--- config.mk ---
export PLATFORM = sky130hd
export DESIGN_NAME = otl_dac_core
export DESIGN_NICKNAME = d
export VERILOG_FILES = /design/src/rtl/otl_dac_core.sv
export SDC_FILE = /design/constraint.sdc
export NUM_CORES = 1
export LEC_CHECK = 0
export ABC_AREA = 0
export BUFFER_PORTS_ARGS = -buffer_cell sky130_fd_sc_hd__buf_2
export CAP_MARGIN = 25
export CORE_UTILIZATION = 46
export DETAILED_ROUTE_END_ITERATION = 12
export PLACE_DENSITY = 0.75
export SETUP_SLACK_MARGIN = 0.3
export SLEW_MARGIN = 20
export SYNTH_ARGS = -nofsm -noshare
export SYNTH_HDL_FRONTEND = slang
export SYNTH_SLANG_ARGS = --single-unit
export TNS_END_PERCENT = 20
--- constraint.sdc ---
create_clock -name sys_clk -period 4.92 [get_ports sys_clk]
set_input_delay 1.476 -clock sys_clk [delete_from_list [all_inputs] [get_ports sys_clk]]
set_output_delay 1.476 -clock sys_clk [all_outputs]
set_load 0.03 [all_outputs]
--- src/rtl/otl_dac_core.sv ---
// otl_dac_core: DMA-fed transmit sample engine. Fetches 32-bit words over a
// request/response read port under a credit limit, buffers them in a word
// FIFO and unpacks each word into two 12-bit samples on a valid/ready stream.
module otl_dac_core #(
  parameter int ADDRW      = 32,
  parameter int DATAW      = 32,
  parameter int FIFO_DEPTH = 16
) (
  input  logic             sys_clk,
  input  logic             reset,
  input  logic             enable,
  input  logic             start,
  input  logic [ADDRW-1:0] start_addr,
  input  logic [15:0]      num_words,
  output logic             busy,
  output logic             done,
  output logic             underrun,
  output logic [ADDRW-1:0] dma_rdaddr,
  output logic             dma_rdvalid,
  input  logic             dma_rdready,
  input  logic [DATAW-1:0] dma_rddata,
  input  logic             dma_rddvalid,
  output logic [11:0]      tx_data,
  output logic             tx_frame,
  output logic             tx_valid,
  input  logic             tx_ready
);
  localparam int PW = $clog2(FIFO_DEPTH);
  localparam int CW = PW + 1;

  typedef enum logic [1:0] {IDLE, FETCH, DRAIN, ABORT} state_t;
  state_t state_reg, state_next;

  logic [15:0]   num_words_reg;
  logic [15:0]   words_req_reg;
  logic [16:0]   samples_sent_reg;
  logic [CW-1:0] fifo_count_reg;
  logic [CW-1:0] outstanding_reg;
  logic [PW-1:0] wr_ptr_reg;
  logic [PW-1:0] rd_ptr_reg;
  logic [23:0]   fifo_mem [FIFO_DEPTH];
  logic [11:0]   hi_reg;
  logic          have_hi_reg;

  logic          active, start_ok, req_fire, tx_fire, push, pop, tx_slot;
  logic          last_req, last_sample, abort_exit, underrun_cond, rdvalid_next;
  logic [16:0]   total_samples;
  logic [15:0]   words_req_next;
  logic [CW-1:0] fifo_count_next, outstanding_next;
  logic [CW:0]   credit_next;
  logic          unused_bits;

  // Discarded nibbles of each word and the ignored address byte-offset bits.
  assign unused_bits = ^{dma_rddata[DATAW-1:28], dma_rddata[15:12], start_addr[1:0]};

  assign active           = (state_reg == FETCH) || (state_reg == DRAIN);
  assign start_ok         = (state_reg == IDLE) && start && enable;
  assign req_fire         = dma_rdvalid && dma_rdready;
  assign tx_fire          = tx_valid && tx_ready;
  assign push             = active && dma_rddvalid;
  // A new sample may be loaded only while running and the output slot frees up.
  assign tx_slot          = active && enable && (!tx_valid || tx_ready);
  assign pop              = tx_slot && !have_hi_reg && (fifo_count_reg != '0);
  assign total_samples    = {num_words_reg, 1'b0};
  assign words_req_next   = words_req_reg + {15'd0, req_fire};
  assign last_req         = req_fire && (words_req_next == num_words_reg);
  assign last_sample      = tx_fire && ((samples_sent_reg + 17'd1) == total_samples);
  assign abort_exit       = (outstanding_reg == '0) && !dma_rdvalid && !tx_valid;
  assign underrun_cond    = (samples_sent_reg != '0) && (samples_sent_reg < total_samples) &&
                            tx_ready && !tx_valid;
  assign fifo_count_next  = fifo_count_reg + CW'(push) - CW'(pop);
  assign outstanding_next = outstanding_reg + CW'(req_fire) -
                            CW'(dma_rddvalid && (outstanding_reg != '0));
  assign credit_next      = {1'b0, fifo_count_next} + {1'b0, outstanding_next};

  // Request valid is registered; it is computed from next-cycle credit so the
  // FIFO can never be oversubscribed, and a presented request is never withdrawn.
  assign rdvalid_next = start_ok ? (num_words != '0) :
                        ((dma_rdvalid && !dma_rdready) ||
                         ((state_next == FETCH) && (words_req_next < num_words_reg) &&
                          (credit_next < (CW+1)'(FIFO_DEPTH))));

  // State register.
  always_ff @(posedge sys_clk) begin
    if (!reset) state_reg <= IDLE;
    else        state_reg <= state_next;
  end

  // Next-state logic.
  always_comb begin
    state_next = state_reg;
    case (state_reg)
      IDLE:    if (start_ok && (num_words != '0)) state_next = FETCH;
      FETCH:   if (!enable) state_next = ABORT;
               else if (last_req) state_next = DRAIN;
      DRAIN:   if (!enable) state_next = ABORT;
               else if (last_sample) state_next = IDLE;
      ABORT:   if (abort_exit) state_next = IDLE;
      default: state_next = IDLE;
    endcase
  end

  // Transfer control: parameters, request address/valid, progress counters, status.
  always_ff @(posedge sys_clk) begin
    if (!reset) begin
      busy             <= 1'b0;
      done             <= 1'b0;
      underrun         <= 1'b0;
      dma_rdaddr       <= '0;
      dma_rdvalid      <= 1'b0;
      num_words_reg    <= '0;
      words_req_reg    <= '0;
      samples_sent_reg <= '0;
      outstanding_reg  <= '0;
    end else begin
      done            <= 1'b0;
      dma_rdvalid     <= rdvalid_next;
      outstanding_reg <= outstanding_next;
      if (start_ok) begin
        num_words_reg    <= num_words;
        words_req_reg    <= '0;
        samples_sent_reg <= '0;
        underrun         <= 1'b0;
        dma_rdaddr       <= {start_addr[ADDRW-1:2], 2'b00};
        busy             <= (num_words != '0);
        done             <= (num_words == '0);
      end else begin
        if (req_fire) begin
          dma_rdaddr    <= dma_rdaddr + ADDRW'(4);
          words_req_reg <= words_req_next;
        end
        if (tx_fire) samples_sent_reg <= samples_sent_reg + 17'd1;
        if (active && underrun_cond) underrun <= 1'b1;
        if ((state_reg == DRAIN) && enable && last_sample) begin
          done <= 1'b1;
          busy <= 1'b0;
        end
        if ((state_reg == ABORT) && abort_exit) busy <= 1'b0;
      end
    end
  end

  // Word FIFO storage; only the two sample fields of each word are kept.
  always_ff @(posedge sys_clk) begin
    if (push) fifo_mem[wr_ptr_reg] <= {dma_rddata[27:16], dma_rddata[11:0]};
  end

  // FIFO pointers and occupancy; flushed when an abort completes.
  always_ff @(posedge sys_clk) begin
    if (!reset) begin
      wr_ptr_reg     <= '0;
      rd_ptr_reg     <= '0;
      fifo_count_reg <= '0;
    end else if ((state_reg == ABORT) && abort_exit) begin
      wr_ptr_reg     <= '0;
      rd_ptr_reg     <= '0;
      fifo_count_reg <= '0;
    end else begin
      if (push) wr_ptr_reg <= wr_ptr_reg + PW'(1);
      if (pop)  rd_ptr_reg <= rd_ptr_reg + PW'(1);
      fifo_count_reg <= fifo_count_next;
    end
  end

  // Unpacker: low half with frame marker first, then the held high half.
  always_ff @(posedge sys_clk) begin
    if (!reset) begin
      tx_valid    <= 1'b0;
      tx_data     <= '0;
      tx_frame    <= 1'b0;
      hi_reg      <= '0;
      have_hi_reg <= 1'b0;
    end else if (state_reg == ABORT) begin
      if (tx_ready) tx_valid <= 1'b0;
      if (abort_exit) have_hi_reg <= 1'b0;
    end else if (tx_slot) begin
      if (have_hi_reg) begin
        tx_data     <= hi_reg;
        tx_frame    <= 1'b0;
        tx_valid    <= 1'b1;
        have_hi_reg <= 1'b0;
      end else if (fifo_count_reg != '0) begin
        tx_data     <= fifo_mem[rd_ptr_reg][11:0];
        hi_reg      <= fifo_mem[rd_ptr_reg][23:12];
        tx_frame    <= 1'b1;
        tx_valid    <= 1'b1;
        have_hi_reg <= 1'b1;
      end else begin
        tx_valid <= 1'b0;
      end
    end else if (tx_fire) begin
      tx_valid <= 1'b0;
    end
  end
endmodule

Yosys cells after proc, flatten, opt, wreduce, memory -nomap -nowiden:

Memory sizes are Yosys's and may differ from the RTL's. A register that Yosys moved wholly into a read port is not among the register bits.
Index checks and enable logic that the tools add are counted.

* register bits after elaboration: 132
* output and inout bits: 50
* word-level logic and storage cells: 127
* memories: 1
* bits in writable memories: 384

* order comparisons: 3
* reductions and logical operators: 50
* $add $sub $neg: 10
* equality and inequality tests: 8
* bitwise operators: 3
* multiplexer cells: 33

Memories
* fifo_mem: depth 16, width 24, rd ports 1, clocked after memory_dff 1, wr ports 1, line 41 `logic [23:0] fifo_mem [FIFO_DEPTH];`

Operators with widths (number)
* $mux W32: 2
* $add A32 B3 Y32 const B: 1
* $logic_and A1 B1 Y1: 25
* $mux W12: 2
* $mux W1: 20
* $add A17 B1 Y17 const B: 1
* $eq A17 B17 Y1: 1
* $lt A17 B17 Y1: 1
* $reduce_bool A17 Y1: 1
* $add A16 B1 Y16: 1
* $eq A16 B16 Y1: 1
* $logic_not A16 Y1: 1
* $lt A16 B16 Y1: 1
* $reduce_bool A16 Y1: 1
* $mux W2: 6
* $add A5 B1 Y5: 2
* $reduce_bool A5 Y1: 2
* $sub A5 B1 Y5: 2
* $add A4 B1 Y4 const B: 2
* $mux W4: 2
* $pmux W2 S4: 1
* $add A5 B5 Y6: 1
* $lt A6 B5 Y1 const B: 1
* $reduce_bool A2 Y1: 3
* other kinds (13): 26

Depth between registers and ports, before layout:

* depth after elaboration: 12
* depth in mapped cells: 19
* mapped depth without buffers: 19

Worst setup path before layout:

No wires, ideal clock.

* path kind: in2reg
* start: input port dma_rdready
* end: register dma_rdvalid
* slack: 0.257 ns
* setup time: 0.124 ns
* buffers on the path: 2
* cell stages on the path: 18
* arrival time: 4.540 ns
* path through: and2_1 > buf_2 > clkbuf_1 > ha_1 > nand3_1 > nor2_1 > nand3_1 > nor2_1 > nand3_1 > xnor2_1 > ha_1 > nand3_1 > nor3_1 > nand3_1 > a31oi_1 > nor2_1 > a21oi_1 > o31ai_2

* longest elaborated chain between the ends: 12
* elaborated cells on any way between the ends: 19
* those cells by class: 4 x add/sub; 2 x order compare; 2 x eq/ne; 4 x mux; 7 x reduce/logical

RTL lines
* start, declared: line 20 `input logic dma_rdready,`
* $logic_and A1 B1 Y1 (*): line 58 `assign req_fire = dma_rdvalid && dma_rdready;`
* via req_fire: line 45 `logic active, start_ok, req_fire, tx_fire, push, pop, tx_slot;`
* $add A16 B1 Y16 (*): line 65 `assign words_req_next = words_req_reg + {15'd0, req_fire};`
* via words_req_next[14]: line 48 `logic [15:0] words_req_next;`
* $eq A16 B16 Y1: line 66 `assign last_req = req_fire && (words_req_next == num_words_reg);`
* $logic_and A1 B1 Y1: line 66
* $mux W2: line 95 `else if (last_req) state_next = DRAIN;`
* $mux W2: line 94 `FETCH: if (!enable) state_next = ABORT;`
* $pmux W2 S4: line 92 `case (state_reg)`
* $eq A2 B1 Y1: line 80 `((state_next == FETCH) && (words_req_next < num_words_reg) &&`
* $logic_and A1 B1 Y1 (*) (2 in a row): line 80
* $logic_or A1 B1 Y1 (*): line 79 `((dma_rdvalid && !dma_rdready) ||`
* $mux W1 (*): line 78 `assign rdvalid_next = start_ok ? (num_words != '0) :`
* end signal, assigned: line 117 `dma_rdvalid <= rdvalid_next;`
* end, declared: line 19 `output logic dma_rdvalid,`

Mark *: on every way through the listed nets, which the timed path passes. The rest lies on a longest branch.
A chain may end at the register's enable or synchronous reset.

Worst setup path after layout:

* start: input port dma_rdready
* end: register state_reg[1]

* longest elaborated chain between the ends: 7

RTL lines
* $logic_and A1 B1 Y1: line 58
* $add A16 B1 Y16: line 65
* via words_req_next[14]: line 48
* $eq A16 B16 Y1: line 66
* $logic_and A1 B1 Y1: line 66
* $mux W2: line 95
* $mux W2: line 94
* $pmux W2 S4: line 92
* end signal, assigned: line 86 `else state_reg <= state_next;`
* end, declared: line 32 `state_t state_reg, state_next;`

The timed path passes the listed nets, and every way through them passes these cells.

==> run metrics <==
CTS tree yes; first-pass GRT wire length 76500 um; Worst Skew 0.0460 ns; Final GP Congestion 0.849; asr flop ratio synth 0%; initial core utilization 46.5%; worst skew pair latency 0.60 ns; H-tree levels 2; CP max stage cell nor3_1; Slew Limit Fails 0; Core ar. 0.0476 mm2; clock buffer depth 3; width of the die 221 um; Logic pwr share 15.9%; Hold Fails Final Rpt 0; peak supply drop 0.000425 V; CTS Root Cell clkbuf_16; WP buf/inv 1; fin crit share 83.9%; initial antenna violation count 3; Max Fclk 242 MHz; internal power 7680 uW; commonest non-fill, non-tap cell in the layout edfxtp_1; critical path class in -> reg; Setup Viol. Count Final 0; fillers 3779; number of setup buffers added after CTS 0; ratio of cells with drive above 1 in the final layout 23.7%; Antenna Nets Post-Route 0; Layout Area Growth over Synthesis 14.0%; CP peak stage delay 0.35 ns; Final #Nets 1763; die area 0.0490 mm2; Std-Cell Rows 80; Synth Instances 1479; TNS Setup 0 ns; largest delay contributor family on the critical path simple AND/OR/NAND/NOR gates; status completed; Synth Warn # 0; # diodes 0; max reg flops 384; Seq cells post-synth 518; HPWL after DPL 29700 um; Critical Path Most Common Cell nand3_1; crit-path cells buf_2 -> and2_1 -> ha_1 -> nand3_1 -> nor2_1 -> nand3_1 -> nor2_2 -> nand3_1 -> xnor2_1 -> ha_1 -> nand3_1 -> nor3_1 -> nand4_1 -> a21oi_1 -> o22ai_1 -> a21oi_1 -> and2_1; Routed WL 49400 um; Hold Path Class reg -> reg; die height 221 um; DR vias 12.9k; Worst EP required 5.46 ns; P_sw 2690 uW; crit path DAT 4.67 ns; post-layout util 53.0%; distinct cell type count after synthesis 63; First-pass DRT Iterations 5; Global Route Usage Sum 20.5%; CTS Hold Buffers Added 0; CP Max Fanout 7; Worst Setup End Kind flop; via/cell ratio 5.70; Buffers on Ports 124; vias in the first global route 13.2k; final routed DRC violation total 0; largest net degree at the start of global routing 80; Post-synth top flop edfxtp_1; CTS buffer count 50; routed len/inst 21.8 um; Slew HR 39.0%; total grt overflow 0; Startpoint Class input port; Leak Pwr 0.00852 uW; clk sink count 518; unrepaired setup endpoints after global routing no; Max-Cap Viols 0; Power Density 411 mW/mm2; CTS clk-pin slew, worst paths 0.06 ns; Switching Share 26.0%; area of the mapped netlist 0.0222 mm2; minimum clock period after layout 4.13 ns; EDFF count, synth 384; DRT iter0 DRCs 1062; Slew @ Worst Pin 0.909 ns; Clock Power Share 35.7%; sequential power share 48.4%; syn avg cell area 15.0 um2; Ports 137; most frequent cells in the layout edfxtp_1 (384), dfxtp_1 (131), buf_2 (124); register area share after synthesis 64.2%
## stage by stage
step                instances  total power (uW)  setup WS [ns]  hold WS [ns]  area [um2]
floorplan                1480              6260          0.401         0.436       22200
global placement         2173              6710          0.214         0.448       23600
detailed placement       2173              6770          0.151         0.462       23600
CTS                      2265             10500          0.777         0.474       25200
global route             2268             10800          0.379         0.490       25300
finish                   2268             10400          0.790         0.473       25300
## power by group through the flow
stage | Sequential [uW] | Clock, uW | Combinational, uW
floorplan | 5150 | 0 | 1110
finish | 5020 | 3710 | 1650
CTS | 5020 | 3790 | 1670
global placement | 5110 | 0 | 1610
detailed placement | 5120 | 0 | 1650
global route | 5050 | 3940 | 1820
## worst paths after layout
path,slack [ns],start,endpoint,cells after the start
min,0.47,hi_reg[11],hi_reg[11],2
max reg2reg,0.96,outstanding_reg[3],dma_rdvalid,19
min reg2reg,0.47,hi_reg[11],hi_reg[11],2
max,0.79,dma_rdready,state_reg[1],17
## kinds of logic after synthesis
| kind of cell | share of synthesized area (%) |
|---|---|
| DFF | 64.2 |
| and+or+nand+nor | 8.47 |
| AOI/OAI and AO/OA | 4.28 |
| muxes | 12.8 |
| buffers and inverters | 2.42 |
| xor gates and xnor gates | 4.23 |
| adders and majority gates | 3.63 |
| other | 0.0169 |
## worst min-delay path, cell delays in order, from the launching register on
cell and delay (ns):
dfxtp_1 0.32, nand2_1 0.06, a21oi_1 0.05
## repair_timing
action | in CTS | in global routing
setup endpoints to repair | 0 | 2
hold endpoints to repair | 0 | 0
resized for setup | 0 | 1
## cell type report
cell class | count | area [um2] | area share (%)
multi-input cells | 836 | 7540 | 29.9
well taps | 615 | 769 | 3.05
clock inverters | 27 | 244 | 0.966
clock buffers | 65 | 1340 | 5.30
inverters | 45 | 169 | 0.669
repair buffers | 162 | 966 | 3.83
flip-flops and latches | 518 | 14200 | 56.3
## routing by layer
layer  track usage [%]  share of wire (%)  routed length, um  up-vias
met1              27.5                 42              20600     6448
met3              3.64                7.3               3610       95
met2              33.6                 48              23800      505
met5                 0              0.091                 45        -
met4              7.26                2.8               1370        6
li1                  -                  -                  -     5884
## cell usage after synthesis (all sizes together) (6+ instances only)
master	n	share of area, %
nand2b	8	0.23
o21ai	21	0.47
mux4	120	12
a211oi	38	1.3
nand2	112	1.9
or3	10	0.28
clkbuf	52	0.89
edfxtp	384	52
inv	44	0.75
a21oi	60	1.4
ha	61	3.4
xor2	55	2.2
nor2	113	1.9
nand3	32	0.80
nor3	19	0.45
nor4	19	0.70
buf	29	0.76
and2	9	0.25
dfxtp	134	12
xnor2	52	2.1
nand4	27	0.86
mux2i	13	0.59
nor2b	6	0.17
a21o	7	0.24
and3	13	0.37
Power figures use the tool's default switching activity.
